**src/rtl/buf_writer_gen_if.sv**
```systemverilog
// Write-port bundle between a buffer loader and the global buffer.
//   load, kernel_size : burst control into the loader
//   data_out          : write data
//   id_out            : PE column tag (0 = no target, 1..NUM_COL = valid)
//   addr_out          : buffer write address
//   valid_out, done   : write strobe and burst-complete flag
interface buf_writer_gen_if #(
  parameter int DATA_WIDTH  = 16,
  parameter int NUM_COL     = 10,
  parameter int BUFFER_SIZE = 512
);
  logic                           load;
  logic [7:0]                     kernel_size;
  logic [DATA_WIDTH-1:0]          data_out;
  logic [$clog2(NUM_COL):0]       id_out;
  logic [$clog2(BUFFER_SIZE)-1:0] addr_out;
  logic                           valid_out;
  logic                           done;

  modport master (
    input  load, kernel_size,
    output data_out, id_out, addr_out, valid_out, done
  );

  modport slave (
    output load, kernel_size,
    input  data_out, id_out, addr_out, valid_out, done
  );
endinterface

```
**src/rtl/buf_writer_gen.sv**
```systemverilog
// Global-buffer loader: while load is high, emits one write per clock with a
// sequential address, data = address+1, and a PE column tag that advances
// every kernel_size words and wraps over NUM_COL columns.
//   clk  : rising-edge clock
//   rstn : asynchronous active-low reset
//   bus  : master side of buf_writer_gen_if (load/kernel_size in, write port out)
module buf_writer_gen #(
  parameter int DATA_WIDTH  = 16,
  parameter int NUM_COL     = 10,
  parameter int BUFFER_SIZE = 512
) (
  input  logic                 clk,
  input  logic                 rstn,
  buf_writer_gen_if.master     bus
);
  localparam int AW = $clog2(BUFFER_SIZE);
  localparam int IW = $clog2(NUM_COL) + 1;
  localparam int WW = AW + 1;
  localparam logic [WW-1:0] WORD_END = WW'(BUFFER_SIZE);
  localparam logic [IW-1:0] COL_LAST = IW'(NUM_COL - 1);

  typedef enum logic [1:0] {S_IDLE, S_RUN, S_PAUSE, S_DONE} state_e;

  state_e                state_q, state_d;
  logic [WW-1:0]         word_q, word_d;    // index of the next word to emit
  logic [7:0]            grp_q, grp_d;      // position within the current column run
  logic [IW-1:0]         col_q, col_d;      // zero-based column of the next word
  logic [7:0]            ks_q, ks_d;
  logic [DATA_WIDTH-1:0] data_q, data_d;
  logic [IW-1:0]         id_q, id_d;
  logic [AW-1:0]         addr_q, addr_d;
  logic                  valid_q, valid_d;
  logic                  done_q, done_d;
  logic                  emit;
  logic [7:0]            ks_use;

  always_comb begin
    state_d = state_q;
    word_d  = word_q;
    grp_d   = grp_q;
    col_d   = col_q;
    ks_d    = ks_q;
    data_d  = data_q;
    addr_d  = addr_q;
    id_d    = '0;
    valid_d = 1'b0;
    emit    = 1'b0;
    ks_use  = ks_q;

    case (state_q)
      S_IDLE: begin
        if (bus.load) begin
          // First word's group advance must already use the freshly latched size.
          ks_use  = (bus.kernel_size == 8'd0) ? 8'd1 : bus.kernel_size;
          ks_d    = ks_use;
          emit    = 1'b1;
          state_d = S_RUN;
        end
      end
      S_RUN: begin
        // Burst completion wins over load so DONE follows the last word directly.
        if (word_q == WORD_END) state_d = S_DONE;
        else if (bus.load)      emit    = 1'b1;
        else                    state_d = S_PAUSE;
      end
      S_PAUSE: begin
        if (bus.load) begin
          emit    = 1'b1;
          state_d = S_RUN;
        end
      end
      S_DONE: begin
        if (!bus.load) begin
          state_d = S_IDLE;
          word_d  = '0;
          grp_d   = '0;
          col_d   = '0;
        end
      end
      default: state_d = S_IDLE;
    endcase

    if (emit) begin
      addr_d  = word_q[AW-1:0];
      data_d  = DATA_WIDTH'(word_q) + DATA_WIDTH'(1);
      id_d    = col_q + IW'(1);
      valid_d = 1'b1;
      word_d  = word_q + WW'(1);
      if (grp_q == ks_use - 8'd1) begin
        grp_d = '0;
        col_d = (col_q == COL_LAST) ? '0 : col_q + IW'(1);
      end else begin
        grp_d = grp_q + 8'd1;
      end
    end

    done_d = (state_d == S_DONE);
  end

  always_ff @(posedge clk or negedge rstn) begin
    if (!rstn) begin
      state_q <= S_IDLE;
      word_q  <= '0;
      grp_q   <= '0;
      col_q   <= '0;
      ks_q    <= 8'd1;
      data_q  <= '0;
      id_q    <= '0;
      addr_q  <= '0;
      valid_q <= 1'b0;
      done_q  <= 1'b0;
    end else begin
      state_q <= state_d;
      word_q  <= word_d;
      grp_q   <= grp_d;
      col_q   <= col_d;
      ks_q    <= ks_d;
      data_q  <= data_d;
      id_q    <= id_d;
      addr_q  <= addr_d;
      valid_q <= valid_d;
      done_q  <= done_d;
    end
  end

  assign bus.data_out  = data_q;
  assign bus.id_out    = id_q;
  assign bus.addr_out  = addr_q;
  assign bus.valid_out = valid_q;
  assign bus.done      = done_q;
endmodule

```
**src/flat_wrapper.sv**
```systemverilog
// flat-port wrapper written by rule: the top's interface ports become plain ports
module buf_writer_gen_flat 
#(
  parameter int DATA_WIDTH  = 16,
  parameter int NUM_COL     = 10,
  parameter int BUFFER_SIZE = 512
)
  (clk, rstn, bus_load, bus_kernel_size, bus_data_out, bus_id_out, bus_addr_out, bus_valid_out, bus_done);
  buf_writer_gen_if #(.DATA_WIDTH(DATA_WIDTH), .NUM_COL(NUM_COL), .BUFFER_SIZE(BUFFER_SIZE)) bus_i ();
  input  logic clk;
  input  logic rstn;
  input wire logic [$bits(bus_i.load)-1:0] bus_load;
  input wire logic [$bits(bus_i.kernel_size)-1:0] bus_kernel_size;
  output wire logic [$bits(bus_i.data_out)-1:0] bus_data_out;
  output wire logic [$bits(bus_i.id_out)-1:0] bus_id_out;
  output wire logic [$bits(bus_i.addr_out)-1:0] bus_addr_out;
  output wire logic [$bits(bus_i.valid_out)-1:0] bus_valid_out;
  output wire logic [$bits(bus_i.done)-1:0] bus_done;
  assign bus_i.load = bus_load;
  assign bus_i.kernel_size = bus_kernel_size;
  assign bus_data_out = bus_i.data_out;
  assign bus_id_out = bus_i.id_out;
  assign bus_addr_out = bus_i.addr_out;
  assign bus_valid_out = bus_i.valid_out;
  assign bus_done = bus_i.done;
  buf_writer_gen #(.DATA_WIDTH(DATA_WIDTH), .NUM_COL(NUM_COL), .BUFFER_SIZE(BUFFER_SIZE)) u_core (.clk(clk), .rstn(rstn), .bus(bus_i));
endmodule
```
**config.mk**
```make
export PLATFORM = sky130hd
export DESIGN_NAME = buf_writer_gen_flat
export DESIGN_NICKNAME = d
export VERILOG_FILES = /design/src/rtl/buf_writer_gen_if.sv /design/src/rtl/buf_writer_gen.sv /design/src/flat_wrapper.sv
export SDC_FILE = /design/constraint.sdc
export NUM_CORES = 1
export LEC_CHECK = 0
export BUFFER_PORTS_ARGS = -buffer_cell sky130_fd_sc_hd__buf_2
export CORE_UTILIZATION = 64
export CTS_BUF_LIST = sky130_fd_sc_hd__clkbuf_8
export DETAILED_ROUTE_END_ITERATION = 16
export GPL_TIMING_DRIVEN = 0
export PLACE_DENSITY = 0.95
export SLEW_MARGIN = 20
export SYNTH_ARGS = -nofsm -noshare
export SYNTH_HDL_FRONTEND = slang
export SYNTH_SLANG_ARGS = --single-unit
```
**constraint.sdc**
```tcl
create_clock -name clk -period 4.7 [get_ports clk]
set_input_delay 0.47 -clock clk [delete_from_list [all_inputs] [get_ports clk]]
set_output_delay 0.47 -clock clk [all_outputs]
set_load 0.005 [all_outputs]
```
### Word-level counts from Yosys, hierarchy flattened

Cells that the tools add are included.

* register bits: 65
* latch bits: 0
* bits in writable memories: 0
* bits in read-only memories: 0
* input port bits: 11
* output and inout port bits: 32
* logic and storage cells: 53
* memories: 0

* add/subtract/negate cells: 5
* multipliers: 0
* div/mod/pow operators: 0
* $lt $le $gt $ge: 0
* equal/unequal tests: 8
* shifts and indexed selects: 0
* mux-type cells: 25
* bitwise gates (word level): 0
* reductions and logical operators: 5

Operators by type and width (number)
* 8-bit 2-to-1 mux: 7
* 10-bit 2-to-1 mux: 3
* 5-bit 2-to-1 mux: 6
* 10-bit by 1-bit adder with 11-bit output (second input constant): 1
* 10-bit by 1-bit adder with 10-bit output (second input constant): 1
* 10-bit == test (second input constant): 1
* 8-bit by 1-bit adder with 8-bit output (second input constant): 1
* 8-bit == test: 1
* 8-bit zero test: 1
* 2-bit 2-to-1 mux: 4
* 8-bit by 1-bit subtractor with 8-bit output (second input constant): 1
* 2-bit == test (second input constant): 3
* 2-bit case mux with 3 select lines: 1
* 5-bit by 1-bit adder with 5-bit output (second input constant): 1
* 5-bit by 4-bit == test with 1-bit output (second input constant): 1
* 1-bit 2-to-1 mux: 3
* 2-bit by 1-bit == test with 1-bit output (second input constant): 1
* 2-bit zero test: 1
* 2-bit by 1-bit inequality test with 1-bit output (second input constant): 1
* 1-bit case mux with 2 select lines: 1
* 2-bit AND reduction: 1
* 2-bit nonzero test: 1
* 2-bit OR reduction: 1

### Depth between registers and ports, before layout

* word-level depth: 8
* gate-level depth with buffers: 11
* mapped depth without buffers: 10

### Least setup slack after synthesis

Ideal clock, no wire load.

* path type: input port to flip-flop
* start point: in bus_kernel_size[4]
* end point: reg u_core.col_q[3]
* arrival time: 2.932 ns
* required time: 4.631 ns
* slack: 1.699 ns
* cell stages on the path: 11
* path buffers: 1
* cells stage by stage: or4_1 > nor4_1 > o22ai_1 > ha_1 > xnor2_1 > xnor2_1 > o211ai_1 > or4_4 > buf_6 > or3_1 > nand3_1

* longest elaborated chain between the ends: 8

RTL lines
* start, declared: RTL line flat_wrapper.sv:13 `input wire logic [$bits(bus_i.kernel_size)-1:0] bus_kernel_size;`
* 8-bit zero test: RTL line buf_writer_gen.sv:54 `ks_use = (bus.kernel_size == 8'd0) ? 8'd1 : bus.kernel_size;`
* 8-bit 2-to-1 mux (*): RTL line buf_writer_gen.sv:54
* 8-bit 2-to-1 mux (*): RTL line buf_writer_gen.sv:52 `if (bus.load) begin`
* 8-bit 2-to-1 mux (*): RTL line buf_writer_gen.sv:50 `case (state_q)`
* 8-bit by 1-bit subtractor with 8-bit output (*): RTL line buf_writer_gen.sv:89 `if (grp_q == ks_use - 8'd1) begin`
* 8-bit == test (*): RTL line buf_writer_gen.sv:89
* 5-bit 2-to-1 mux (*): RTL line buf_writer_gen.sv:89
* 5-bit 2-to-1 mux (*): RTL line buf_writer_gen.sv:83 `if (emit) begin`
* named net u_core.col_d[3]: RTL line buf_writer_gen.sv:27 `logic [IW-1:0] col_q, col_d;`
* end signal, assigned: RTL line buf_writer_gen.sv:116 `col_q <= col_d;`
* end, declared: RTL line buf_writer_gen.sv:27

The timed path passes the listed nets; every way through them passes the cells marked *.
A chain may end at the register's enable or synchronous reset.

### Worst setup path after layout

* start point: reg u_core.state_q[1]
* end point: reg u_core.grp_q[5]

* longest elaborated chain between the ends: 6
* elaborated cells on any way between the ends: 14

RTL lines
* start, declared: RTL line buf_writer_gen.sv:24 `state_e state_q, state_d;`
* start signal, assigned: RTL line buf_writer_gen.sv:113 `state_q <= state_d;`
* 2-bit zero test: RTL line buf_writer_gen.sv:50
* 8-bit 2-to-1 mux: RTL line buf_writer_gen.sv:50
* 8-bit by 1-bit subtractor with 8-bit output: RTL line buf_writer_gen.sv:89
* 8-bit == test: RTL line buf_writer_gen.sv:89
* 8-bit 2-to-1 mux: RTL line buf_writer_gen.sv:89
* 8-bit 2-to-1 mux: RTL line buf_writer_gen.sv:83
* end signal, assigned: RTL line buf_writer_gen.sv:115 `grp_q <= grp_d;`
* end, declared: RTL line buf_writer_gen.sv:26 `logic [7:0] grp_q, grp_d;`

Several ways; a longest one is shown, not always the timed one.

==> results.py <==
metrics = {
    "layout": {
        "fin_nets": 394,
        "antenna_cells_inserted": 0,
        "mostFrequentLayoutCell": "dfrtp_1",
        "instances_no_fill": 434,
        "final_util_pct": 79.4,
        "synthToLayoutAreaGrowth_pct": 16.6,
        "most-common-layout-cells": "dfrtp_1 (59), nand2_1 (58), o21ai_0 (37)",
        "fraction_of_final_layout_cells_with_drive_strength_greater_than_1_pct": 18.1,
        "post_route_cell_area_um2": 3550,
    },
    "job": {
        "maxCapViolations": 0,
    },
    "placement": {
        "port_buffers": 37,
        "dp.final_hpwl_mm": 4.43,
        "pre_cts_slack_ns": 1.23,
        "place.gp.congestion": 0.841,
        "dp_cells": 418,
        "placement.cell_area_um2": 3310,
    },
    "synthesis": {
        "synth_seq_area_share_pct": 49.3,
        "synthCells": 325,
        "syn-cell-area_um2": 3050,
        "ys_warn_count": 0,
        "yosys_most_used_dff": "dfrtp_1",
        "async_flop_share_pct": 100,
        "synth_edf_count": 0,
        "synthDistinctLibCells": 46,
        "syn-mean-instance-area_um2": 9.37,
        "number_of_synthesized_register_bits": 60,
    },
    "cts": {
        "postCtsHoldBufs": 0,
        "cts.clk_slew.worst_paths_ns": 0.06,
        "cts_tree": "done",
        "cts.path.max_buffers": 2,
        "worstSkewPairLatency_ns": 0.35,
        "cts_resized": 0,
        "h_tree_lvls": 3,
        "clock_sink_count": 60,
        "tritoncts.num_buffers": 9,
        "post-cts-setup-buffer-count": 0,
        "cts_root_buffer": "clkbuf_8",
    },
    "sta": {
        "post_route_worst_setup_slack_ns": 1.29,
        "post-route-period-util_pct": 72.6,
        "finClkSkew_ns": 0.00837,
        "tightest_slew_ns": 0.751,
        "max_clock_freq_ghz": 0.293,
        "fin_tns_setup_ns": 0,
        "final.min_clock_period_ns": 3.41,
        "timing.final.setup_violations": 0,
        "hold_slack_ns": 0.186,
        "timing.final.hold_violations": 0,
        "slew_headroom_pct": 49.9,
        "rsz0062_at_grt": "false",
        "final-max-slew-violation-count": 0,
    },
    "critical_path": {
        "critical_path_start_end_classification": "flop to flop",
        "arrival_ns": 3.64,
        "reg2reg_setup_slack_ns": 1.29,
        "path_max_fanout": 10,
        "timing.critical_path.required_ns": 4.93,
        "critPathLaunchType": "flop",
        "setup_crit_end_kind": "flop",
    },
    "route": {
        "antenna_left": 0,
        "detail_route.iter0.violations": 378,
        "drt_first_pass_iters": 11,
        "remaining_drcs": 2,
        "routed-via-count": 2600,
        "drt-total-wl_mm": 6.86,
        "vias_per_cell": 5.99,
        "routed_wire_length_per_instance_um": 15.8,
    },
    "power": {
        "leakage_dissipation_nw": 1.74,
        "power.density_nw_per_um2": 433,
        "power.total_mw": 1.54,
        "worst_ir_drop_vdd_uv": 303,
    },
    "outcome": {
        "run_status": "finished, violations left",
        "violations": "design-rule violations",
    },
    "global_routing": {
        "grt_first_pass_wirelength_mm": 11.6,
        "first_global_vias": 2568,
        "pin_count_of_the_biggest_net_entering_global_routing": 61,
        "grt_use_total_pct": 30.4,
        "grt_antenna_before_repair": 0,
        "gr-total-overflow": 0,
    },
    "hold_path": {
        "hold_path.class": "input port to async pin",
    },
    "die": {
        "floorplan.core_area_um2": 4470,
        "die_h_um": 71.0,
        "num_io_pins": 43,
        "die_x_um": 71.0,
        "dieArea_um2": 5040,
        "std_cell_rows": 24,
        "initial_cell_density_of_the_core_pct": 68.1,
    },
}
cell families (layout without fill, tap and decap cells):
kind of cell    count (synthesis)  after routing  synth area share (%)
fa+ha+maj                       6              6                  2.47
mux                            11             11                  3.86
simple gates                  132            132                  20.8
other cells                     1              5                 0.123
flops                          60             60                  49.3
buf+inv                        32             85                  5.05
compound gates                 57             57                  10.9
xor+xnor                       26             26                  7.48
final timing paths:
path | start | end | cells after the start
worst max-delay path | u_core.state_q[1] | u_core.grp_q[5] | 11
worst min-delay path | rstn | u_core.col_q[2] | 1
worst max register to register | u_core.state_q[1] | u_core.grp_q[5] | 11
worst min register to register | u_core.bus.addr_out[0] | u_core.bus.addr_out[0] | 2
max in group asynchronous | rstn | u_core.bus.data_out[2] | 1
min in group clk | bus_kernel_size[1] | u_core.ks_q[1] | 3
cells in the mapped netlist (2+ instances only):
master,count,area [um^2]
a211o_1,2,17.5
a21oi_1,3,15.0
and3_1,9,56.3
buf_4,5,37.5
buf_6,2,22.5
clkbuf_1,10,37.5
dfrtp_1,59,1480
ha_1,6,75.1
inv_1,13,48.8
mux2_2,2,22.5
mux2i_1,8,80.1
nand2_1,58,218
nand2b_1,6,37.5
nand3_1,11,55.1
nor2_1,20,75.1
nor2b_1,2,12.5
nor3_1,8,40.0
nor4_1,5,31.3
o211a_1,2,20.0
o21ai_0,37,185
o21ai_1,5,25.0
or3_1,3,18.8
or4_1,2,15.0
xnor2_1,19,166
xor2_1,7,61.3
worst max-delay path, stage by stage, from the launching register on:
cell and delay [ns]:
dfrtp_1 0.42, nor3b_4 0.50, nand2b_1 0.17, o22ai_1 0.34, ha_1 0.26, xnor2_1 0.14
xnor2_1 0.15, o211ai_1 0.21, o31ai_1 0.34, clkbuf_1 0.36, nor3_1 0.12, a211o_1 0.28
cell type report:
type                       count  area (um^2)
sequential                    60         1500
fill                         274          923
tap                           52         65.1
multi-input combinational    237         1400
clock inverter                 7          114
timing repair buffer          37          188
buffer                        18          101
clock buffer                   9          124
inverter                      14         52.6
registers in the layout, summed over array words and instances (netlist names):
signal                count
u_core.bus.data_out      11
u_core.word_q            10
u_core.bus.addr_out       9
u_core.grp_q              8
u_core.ks_q               8
u_core.bus.id_out         5
u_core.col_q              5
u_core.state_q            2
u_core.bus.done           1
u_core.bus.valid_out      1
power by group:
group | switching, mW | internal [mW]
Combinational | 0.186 | 0.140
Clock | 0.210 | 0.351
Sequential | 0.0629 | 0.588
Total | 0.458 | 1.08
metal layers:
metal | routed length (um) | vias to the layer above | GRT usage [%]
met1 | 2790 | 1245 | 37.4
met3 | 425 | 34 | 6.41
met4 | 238 | 0 | 19.1
met2 | 3410 | 128 | 49.0
li1 | - | 1193 | -
met5 | 0 | - | 0
No activity file was read; power rests on OpenSTA's default activity.
